[config.mk]
export PLATFORM = sky130hd
export DESIGN_NAME = opti_sample_feeder
export DESIGN_NICKNAME = d
export VERILOG_FILES = /design/src/rtl/opti_pkg.sv /design/src/rtl/opti_feeder_fifo.sv /design/src/rtl/opti_sample_feeder.sv
export SDC_FILE = /design/constraint.sdc
export NUM_CORES = 1
export LEC_CHECK = 0
export BUFFER_PORTS_ARGS = -buffer_cell sky130_fd_sc_hd__buf_2
export CORE_MARGIN = 8
export CORE_UTILIZATION = 60
export CTS_CLUSTER_DIAMETER = 40
export DETAILED_ROUTE_END_ITERATION = 6
export GPL_ROUTABILITY_DRIVEN = 0
export PLACE_DENSITY = 0.79
export SLEW_MARGIN = 30
export SYNTH_ARGS = -nofsm -noshare
export SYNTH_HDL_FRONTEND = slang
export SYNTH_SLANG_ARGS = --single-unit
[constraint.sdc]
create_clock -name clk -period 3.74 [get_ports clk]
set_input_delay 0.561 -clock clk [delete_from_list [all_inputs] [get_ports clk]]
set_output_delay 0.561 -clock clk [all_outputs]
set_load 0.02 [all_outputs]
[src/rtl/opti_pkg.sv]
// Shared types and constants for the optical sample feeder.
// Holds the Q2.14 format constants, default frame length and feeder state enum.
package opti_pkg;

  localparam int DATA_W        = 16;
  localparam int FRAC_W        = 14;
  localparam int FRAME_LEN_DEF = 2048;
  localparam int CNT_W         = 12;

  typedef enum logic [1:0] {
    ST_IDLE = 2'd0,
    ST_RUN  = 2'd1,
    ST_DONE = 2'd2
  } feeder_state_t;

  // Q1.15 -> Q2.14: add half an output LSB, then arithmetic shift right by one.
  function automatic logic [DATA_W-1:0] q15_to_q214(input logic [DATA_W-1:0] x);
    logic [DATA_W:0] ext;
    ext = {x[DATA_W-1], x} + {{DATA_W{1'b0}}, 1'b1};
    return ext[DATA_W:1];
  endfunction

endpackage

[src/rtl/opti_feeder_fifo.sv]
// Synchronous sample FIFO for the feeder; pointers wrap modulo DEPTH (power of two).
// Push is ignored when full and pop is ignored when empty.
module opti_feeder_fifo
  import opti_pkg::*;
#(
  parameter int DEPTH = 8,
  parameter int WIDTH = DATA_W
) (
  input  logic                     clk,
  input  logic                     rst_n,
  input  logic                     push,
  input  logic [WIDTH-1:0]         wdata,
  input  logic                     pop,
  output logic [WIDTH-1:0]         rdata,
  output logic                     full,
  output logic                     empty,
  output logic [$clog2(DEPTH):0]   count
);

  localparam int AW = $clog2(DEPTH);
  localparam logic [AW:0]   FULL_CNT = (AW+1)'(DEPTH);
  localparam logic [AW:0]   CNT_ONE  = (AW+1)'(1);
  localparam logic [AW-1:0] PTR_ONE  = AW'(1);

  logic [WIDTH-1:0] mem [DEPTH];
  logic [AW-1:0]    wr_ptr;
  logic [AW-1:0]    rd_ptr;
  logic             do_push;
  logic             do_pop;

  assign full    = (count == FULL_CNT);
  assign empty   = (count == '0);
  assign do_push = push && !full;
  assign do_pop  = pop && !empty;
  assign rdata   = mem[rd_ptr];

  // Storage array, not reset: contents are only visible through a valid pop.
  always_ff @(posedge clk) begin
    if (do_push) begin
      mem[wr_ptr] <= wdata;
    end
  end

  // Pointers and occupancy; simultaneous push and pop leave the count unchanged.
  always_ff @(posedge clk) begin
    if (!rst_n) begin
      wr_ptr <= '0;
      rd_ptr <= '0;
      count  <= '0;
    end else begin
      if (do_push) begin
        wr_ptr <= wr_ptr + PTR_ONE;
      end
      if (do_pop) begin
        rd_ptr <= rd_ptr + PTR_ONE;
      end
      case ({do_push, do_pop})
        2'b10:   count <= count + CNT_ONE;
        2'b01:   count <= count - CNT_ONE;
        default: count <= count;
      endcase
    end
  end

endmodule

[src/rtl/opti_sample_feeder.sv]
// Paces buffered upstream samples into the filter cascade, one strobe per SAMPLE_GAP cycles.
// Optional OPTI_FEEDER_Q15_EN: input is Q1.15 and is rounded to Q2.14 on pop.
module opti_sample_feeder
  import opti_pkg::*;
#(
  parameter int FIFO_DEPTH = 8,
  parameter int SAMPLE_GAP = 4,
  parameter int FRAME_LEN  = FRAME_LEN_DEF
) (
  input  logic              clk,
  input  logic              rst_n,
  input  logic              start,
  input  logic [DATA_W-1:0] s_data,
  input  logic              s_valid,
  output logic              s_ready,
  output logic [DATA_W-1:0] m_data,
  output logic              m_valid,
  output logic              busy,
  output logic              frame_done,
  output logic              underrun
);

  localparam int GAP_W = (SAMPLE_GAP > 1) ? $clog2(SAMPLE_GAP) : 1;
  localparam logic [GAP_W-1:0] GAP_RELOAD = GAP_W'(SAMPLE_GAP - 1);
  localparam logic [GAP_W-1:0] GAP_ONE    = GAP_W'(1);
  localparam logic [CNT_W-1:0] FRAME_END  = CNT_W'(FRAME_LEN);
  localparam logic [CNT_W-1:0] CNT_ONE    = CNT_W'(1);

  feeder_state_t                  state;
  feeder_state_t                  next_state;
  logic [GAP_W-1:0]               gap_cnt;
  logic [CNT_W-1:0]               sample_cnt;
  logic [DATA_W-1:0]              fifo_rdata;
  logic [DATA_W-1:0]              conv_data;
  logic                           fifo_full;
  logic                           fifo_empty;
  logic [$clog2(FIFO_DEPTH):0]    fifo_count;
  logic                           unused_count;
  logic                           push;
  logic                           gap_expired;
  logic                           can_issue;
  logic                           do_pop;
  logic                           starve;
  logic                           accept_start;

  assign s_ready      = !fifo_full;
  assign push         = s_valid && s_ready;
  assign unused_count = ^fifo_count;

  opti_feeder_fifo #(
    .DEPTH (FIFO_DEPTH),
    .WIDTH (DATA_W)
  ) u_fifo (
    .clk   (clk),
    .rst_n (rst_n),
    .push  (push),
    .wdata (s_data),
    .pop   (do_pop),
    .rdata (fifo_rdata),
    .full  (fifo_full),
    .empty (fifo_empty),
    .count (fifo_count)
  );

`ifdef OPTI_FEEDER_Q15_EN
  assign conv_data = q15_to_q214(fifo_rdata);
`else
  assign conv_data = fifo_rdata;
`endif

  // Issue slots only exist in RUN, after the gap, and before the frame is complete.
  assign gap_expired  = (gap_cnt == '0);
  assign can_issue    = (state == ST_RUN) && gap_expired && (sample_cnt < FRAME_END);
  assign do_pop       = can_issue && !fifo_empty;
  assign starve       = can_issue && fifo_empty;
  assign accept_start = (state == ST_IDLE) && start;

  // State register.
  always_ff @(posedge clk) begin
    if (!rst_n) begin
      state <= ST_IDLE;
    end else begin
      state <= next_state;
    end
  end

  // Next-state logic; start is only honoured in IDLE.
  always_comb begin
    next_state = state;
    case (state)
      ST_IDLE: begin
        if (start) begin
          next_state = ST_RUN;
        end else begin
          next_state = ST_IDLE;
        end
      end
      ST_RUN: begin
        if (sample_cnt == FRAME_END) begin
          next_state = ST_DONE;
        end else begin
          next_state = ST_RUN;
        end
      end
      ST_DONE: next_state = ST_IDLE;
      default: next_state = ST_IDLE;
    endcase
  end

  // Output strobes, pacing counter, frame counter and sticky underrun.
  always_ff @(posedge clk) begin
    if (!rst_n) begin
      m_data     <= '0;
      m_valid    <= 1'b0;
      busy       <= 1'b0;
      frame_done <= 1'b0;
      underrun   <= 1'b0;
      gap_cnt    <= '0;
      sample_cnt <= '0;
    end else begin
      m_valid    <= do_pop;
      busy       <= (next_state != ST_IDLE);
      frame_done <= (next_state == ST_DONE);
      if (do_pop) begin
        m_data <= conv_data;
      end
      if (accept_start) begin
        sample_cnt <= '0;
        underrun   <= 1'b0;
        gap_cnt    <= '0;
      end else begin
        if (do_pop) begin
          gap_cnt    <= GAP_RELOAD;
          sample_cnt <= sample_cnt + CNT_ONE;
        end else if (!gap_expired) begin
          gap_cnt <= gap_cnt - GAP_ONE;
        end
        if (starve) begin
          underrun <= 1'b1;
        end
      end
    end
  end

endmodule

==> metrics list <==
* Dominant cell type by count on the critical path: sky130_fd_sc_hd__ha_1
* TNS Setup: 0 ps
- At the pin with the least slew margin, the transition time is 602 ps.
- Summed over all layers, the global routing overflow is 0.
- Of all nets on the critical path, the largest fanout is 21.
* Path category of the worst min-delay check: in2reg
- In this run, distinct cell masters in the synthesized netlist total 47.
- Relative slew slack: 0.598
- Main flop type after synthesis: sky130_fd_sc_hd__edfxtp_1
* # clock sinks: 174
- Starting density of the core: 0.620
* Synthesized net count: 437
* Yosys Warn Count: 0
* Detailed Routing Iterations Pass 1: 4
- VDD IR-drop max: 663 uV
* Routed WL per cell: 21.1 um
- Initial drt markers: 358
- The worst setup path is launched from a flop.
- WL final: 12.9 mm
- Critical path data arrival time: 3680 ps
* Synthesized flop and latch total: 174
- The slowest stage of the critical path is the sky130_fd_sc_hd__and4bb_1 cell.
- Power per cell area: 657 nW/um2
- Walking the worst path, the cells encountered are inv_1, ha_1, and4bb_1, nand2_4, inv_2, ha_1, xor2_1, ha_1, a21oi_1, xor2_1, or3_1, a21boi_0.
- The multi-input combinational cells in the finished layout cover a total of 1840 um2.
* CTS tree: built
- The synthesized design contains 128 enable-type register cells.
* Sequential standard cell area: 4770 um2
- In the routed design, unresolved DRC markers number 0.
- Counting the fill cells in the layout gives 665.
* Worst setup margin: 528 ps
* Number of nets still failing antenna checks after routing: 0
* Syn Area/Cell: 16.5 um2
* Delay of the slowest cell on the worst path: 570 ps
- Clock-pin slew on the worst setup and hold paths: 70 ps
* Root Buffer Master: sky130_fd_sc_hd__clkbuf_8
* Overall via count from detail_route: 3698
- The complex-gate fraction of the synthesized area is 0.0503.
- Share of final-layout standard cells stronger than drive strength 1: 0.263
- Arithmetic-cell share of the synthesized area counting full adders, half adders and majority gates: 0.0148
* Clock latency on the worst-skew pair: 540 ps
- Across the run, the number of max-cap violations was 0.
* Worst setup slack after placement: 573 ps
* Estimated wirelength of the detail-placed design: 7.51 mm
- First-pass GRT wire length: 19.9 mm
- Number of setup buffers added after CTS: 0
- Compared with the post-synthesis result, the final layout area differs by 13.7%.
- Setup repair after global routing left no endpoint under its margin.
- The share of the Yosys chip area taken by registers is 0.706.
- Hold-fix buffer count after cts: 0
- Overall power consumption: 5.04 mW
- Of the total synthesized cell area, the portion taken by AND, OR, NAND and NOR gates is 0.0811.
- The number of global-route vias before repair is 3802.
- After floorplanning, the core was sized to cover 10900 um2.
- The initialized floorplan defines 38 standard-cell rows.
- The die is 122 um wide.
* Largest family of logic cells by synthesized area: multiplexers
- Final period utilization: 0.859
- Final critical delay including setup and external delays: 3210 ps
- Number of resized instances in the post-cts repair step: 0
- The max-slew violation count came to 0.
* CTS max path bufs: 2
- Maximum clock frequency: 0.311 GHz
* Critical setup path kind: reg2reg
- On the final layout, the worst clock skew is 7.04 ps.
* Die ar.: 14900 um2
- Setup-failing EPs final: 0
- Diodes inserted: 0
- The number of antenna violations at the first check in global routing was 1.
- Xor-xnor portion of the synthesized cell area: 0.0154
- In this run the vertical extent of the chip is 122 um.
- For this run, the total global-route usage over all layers was measured as 0.183.
- At the worst endpoint, the required time is 4210 ps.
* Via/cell ratio: 6.04
- Final hold vios: 0
* Largest net degree at the start of global routing: 32
* Area of the mapped netlist: 6750 um2
* Static Leak: 2.65 nW
- # IOs: 41
- Tightest hold margin: 283 ps
- Number of cells produced by synthesis: 409
- At the end of the flow, the number of nets in the layout was 487.
- Clock buffers created by TritonCTS: 17
- Port buffering added 40 buffers.
- The flow ran to the end, and the final reports show no timing, DRC or antenna violations.
- Multiplexer share of the synthesized area: 0.110
* Element type at the critical path end: flop
- After synthesis, the share of flip-flops with an asynchronous set or reset is 0.
* Number of levels the H-tree was split into: 4
-- metrics by stage --
stage | std cells | utilization | area [um2]
floorplan | 409 | - | 6750
global placement | 580 | 0.651 | 7090
detailed placement | 580 | 0.651 | 7090
CTS | 612 | 0.704 | 7670
global route | 612 | 0.704 | 7670
finish | 612 | 0.704 | 7670
-- worst max-delay path, delay by kind of cell, from the launching register on --
| family | cells | cell delay, ps |
|---|---|---|
| AO/OA/AOI/OAI | 2 | 200 |
| XOR/XNOR | 2 | 360 |
| adder cells (fa/ha/maj) | 3 | 760 |
| AND/OR/NAND/NOR | 3 | 1020 |
| buffers and inverters | 2 | 470 |
| flip-flops | 1 | 320 |
-- where the power goes --
group / internal (mW) / total, mW / switching, mW / leakage, nW
logic: 0.409 / 0.938 / 0.530 / 0.821
registers: 2.23 / 2.36 / 0.130 / 1.54
clock network: 1.02 / 1.74 / 0.716 / 0.287
-- path summary, 6_finish.rpt --
| kind | slack (ps) | from | to | cells past startpoint |
|---|---|---|---|---|
| worst min-delay path | 280 | s_data[7] | u_fifo.mem[5][7]$_DFFE_PP_ | 1 |
| worst min register to register | 490 | sample_cnt[1]$_SDFFE_PP0P_ | sample_cnt[1]$_SDFFE_PP0P_ | 2 |
| worst max-delay path | 530 | gap_cnt[0]$_SDFFE_PP0P_ | u_fifo.count[2]$_SDFFE_PN0P_ | 12 |
| worst max register to register | 530 | gap_cnt[0]$_SDFFE_PP0P_ | u_fifo.count[2]$_SDFFE_PN0P_ | 12 |
-- routing by layer --
metal	wire (um)	share of wire	GRT usage	vias up
li1	-	-	-	1691
met1	4940	0.38	0.203	1864
met2	6870	0.53	0.324	120
met3	881	0.068	0.0565	21
met4	191	0.015	0.0709	2
met5	13	0.0010	0	-
-- layout make-up --
class / instances / share of cell area
Inverter: 6 / 0.00294
Sequential cell: 174 / 0.621
Clock buffer: 19 / 0.0550
Tap cell: 140 / 0.0228
Clock inverter: 13 / 0.0210
Multi-Input combinational cell: 209 / 0.240
Timing Repair Buffer: 51 / 0.0369
-- cells in the final DEF (no fill, tap or decap), types with 6 or more instances in the layout --
cell type / n
sky130_fd_sc_hd__and2_1: 6
sky130_fd_sc_hd__buf_4: 11
sky130_fd_sc_hd__or3_1: 8
sky130_fd_sc_hd__xor2_1: 6
sky130_fd_sc_hd__o21ai_1: 16
sky130_fd_sc_hd__nor2_1: 32
sky130_fd_sc_hd__edfxtp_1: 128
sky130_fd_sc_hd__o22ai_1: 16
sky130_fd_sc_hd__ha_1: 8
sky130_fd_sc_hd__a21oi_1: 11
sky130_fd_sc_hd__o21ai_0: 7
sky130_fd_sc_hd__mux4_2: 32
sky130_fd_sc_hd__nand3_1: 8
sky130_fd_sc_hd__clkbuf_16: 16
sky130_fd_sc_hd__nand2_1: 12
sky130_fd_sc_hd__dfxtp_1: 45
sky130_fd_sc_hd__buf_2: 40
-- flip-flops by register name, summed over array words and instances (netlist names) --
name           flops
sample_cnt        12
state              2
gap_cnt            2
u_fifo.mem       128
underrun           1
u_fifo.rd_ptr      3
busy               1
u_fifo.wr_ptr      3
m_data            16
u_fifo.count       4
m_valid            1
frame_done         1
-- kinds of logic (layout without fill, tap and decap cells) --
logic type | after synthesis | after routing
muxes | 34 | 34
buffers and inverters | 26 | 89
AOI/OAI and AO/OA | 59 | 59
DFF | 174 | 174
adders and majority gates | 8 | 8
xor gates and xnor gates | 11 | 11
and+or+nand+nor | 97 | 97
-- cell usage after synthesis, types with 2 or more instances --
| cell | count | area [um2] |
|---|---|---|
| sky130_fd_sc_hd__and4_1 | 2 | 17.5 |
| sky130_fd_sc_hd__mux2i_1 | 2 | 20.0 |
| sky130_fd_sc_hd__a21oi_1 | 11 | 55.1 |
| sky130_fd_sc_hd__o21ai_1 | 16 | 80.1 |
| sky130_fd_sc_hd__or3_1 | 8 | 50.1 |
| sky130_fd_sc_hd__edfxtp_1 | 128 | 3840 |
| sky130_fd_sc_hd__o22ai_1 | 16 | 100 |
| sky130_fd_sc_hd__nor2_1 | 32 | 120 |
| sky130_fd_sc_hd__nand3_1 | 8 | 40.0 |
| sky130_fd_sc_hd__mux4_2 | 32 | 721 |
| sky130_fd_sc_hd__inv_1 | 5 | 18.8 |
| sky130_fd_sc_hd__nor2b_1 | 5 | 31.3 |
| sky130_fd_sc_hd__nand3_2 | 2 | 20.0 |
| sky130_fd_sc_hd__nor3_1 | 2 | 10.0 |
| sky130_fd_sc_hd__a21boi_0 | 5 | 37.5 |
| sky130_fd_sc_hd__dfxtp_1 | 46 | 921 |
| sky130_fd_sc_hd__nor4b_1 | 3 | 26.3 |
| sky130_fd_sc_hd__ha_1 | 8 | 100 |
| sky130_fd_sc_hd__nand4_1 | 3 | 18.8 |
| sky130_fd_sc_hd__nand2b_1 | 5 | 31.3 |
| sky130_fd_sc_hd__xnor2_1 | 4 | 35.0 |
| sky130_fd_sc_hd__o21ai_0 | 7 | 35.0 |
| sky130_fd_sc_hd__clkbuf_1 | 7 | 26.3 |
| sky130_fd_sc_hd__xor2_1 | 6 | 52.6 |
| sky130_fd_sc_hd__and2_1 | 6 | 37.5 |
| sky130_fd_sc_hd__buf_2 | 5 | 25.0 |
| sky130_fd_sc_hd__nand2_1 | 12 | 45.0 |
| sky130_fd_sc_hd__buf_6 | 4 | 45.0 |
(Power assumes the default switching activity.)
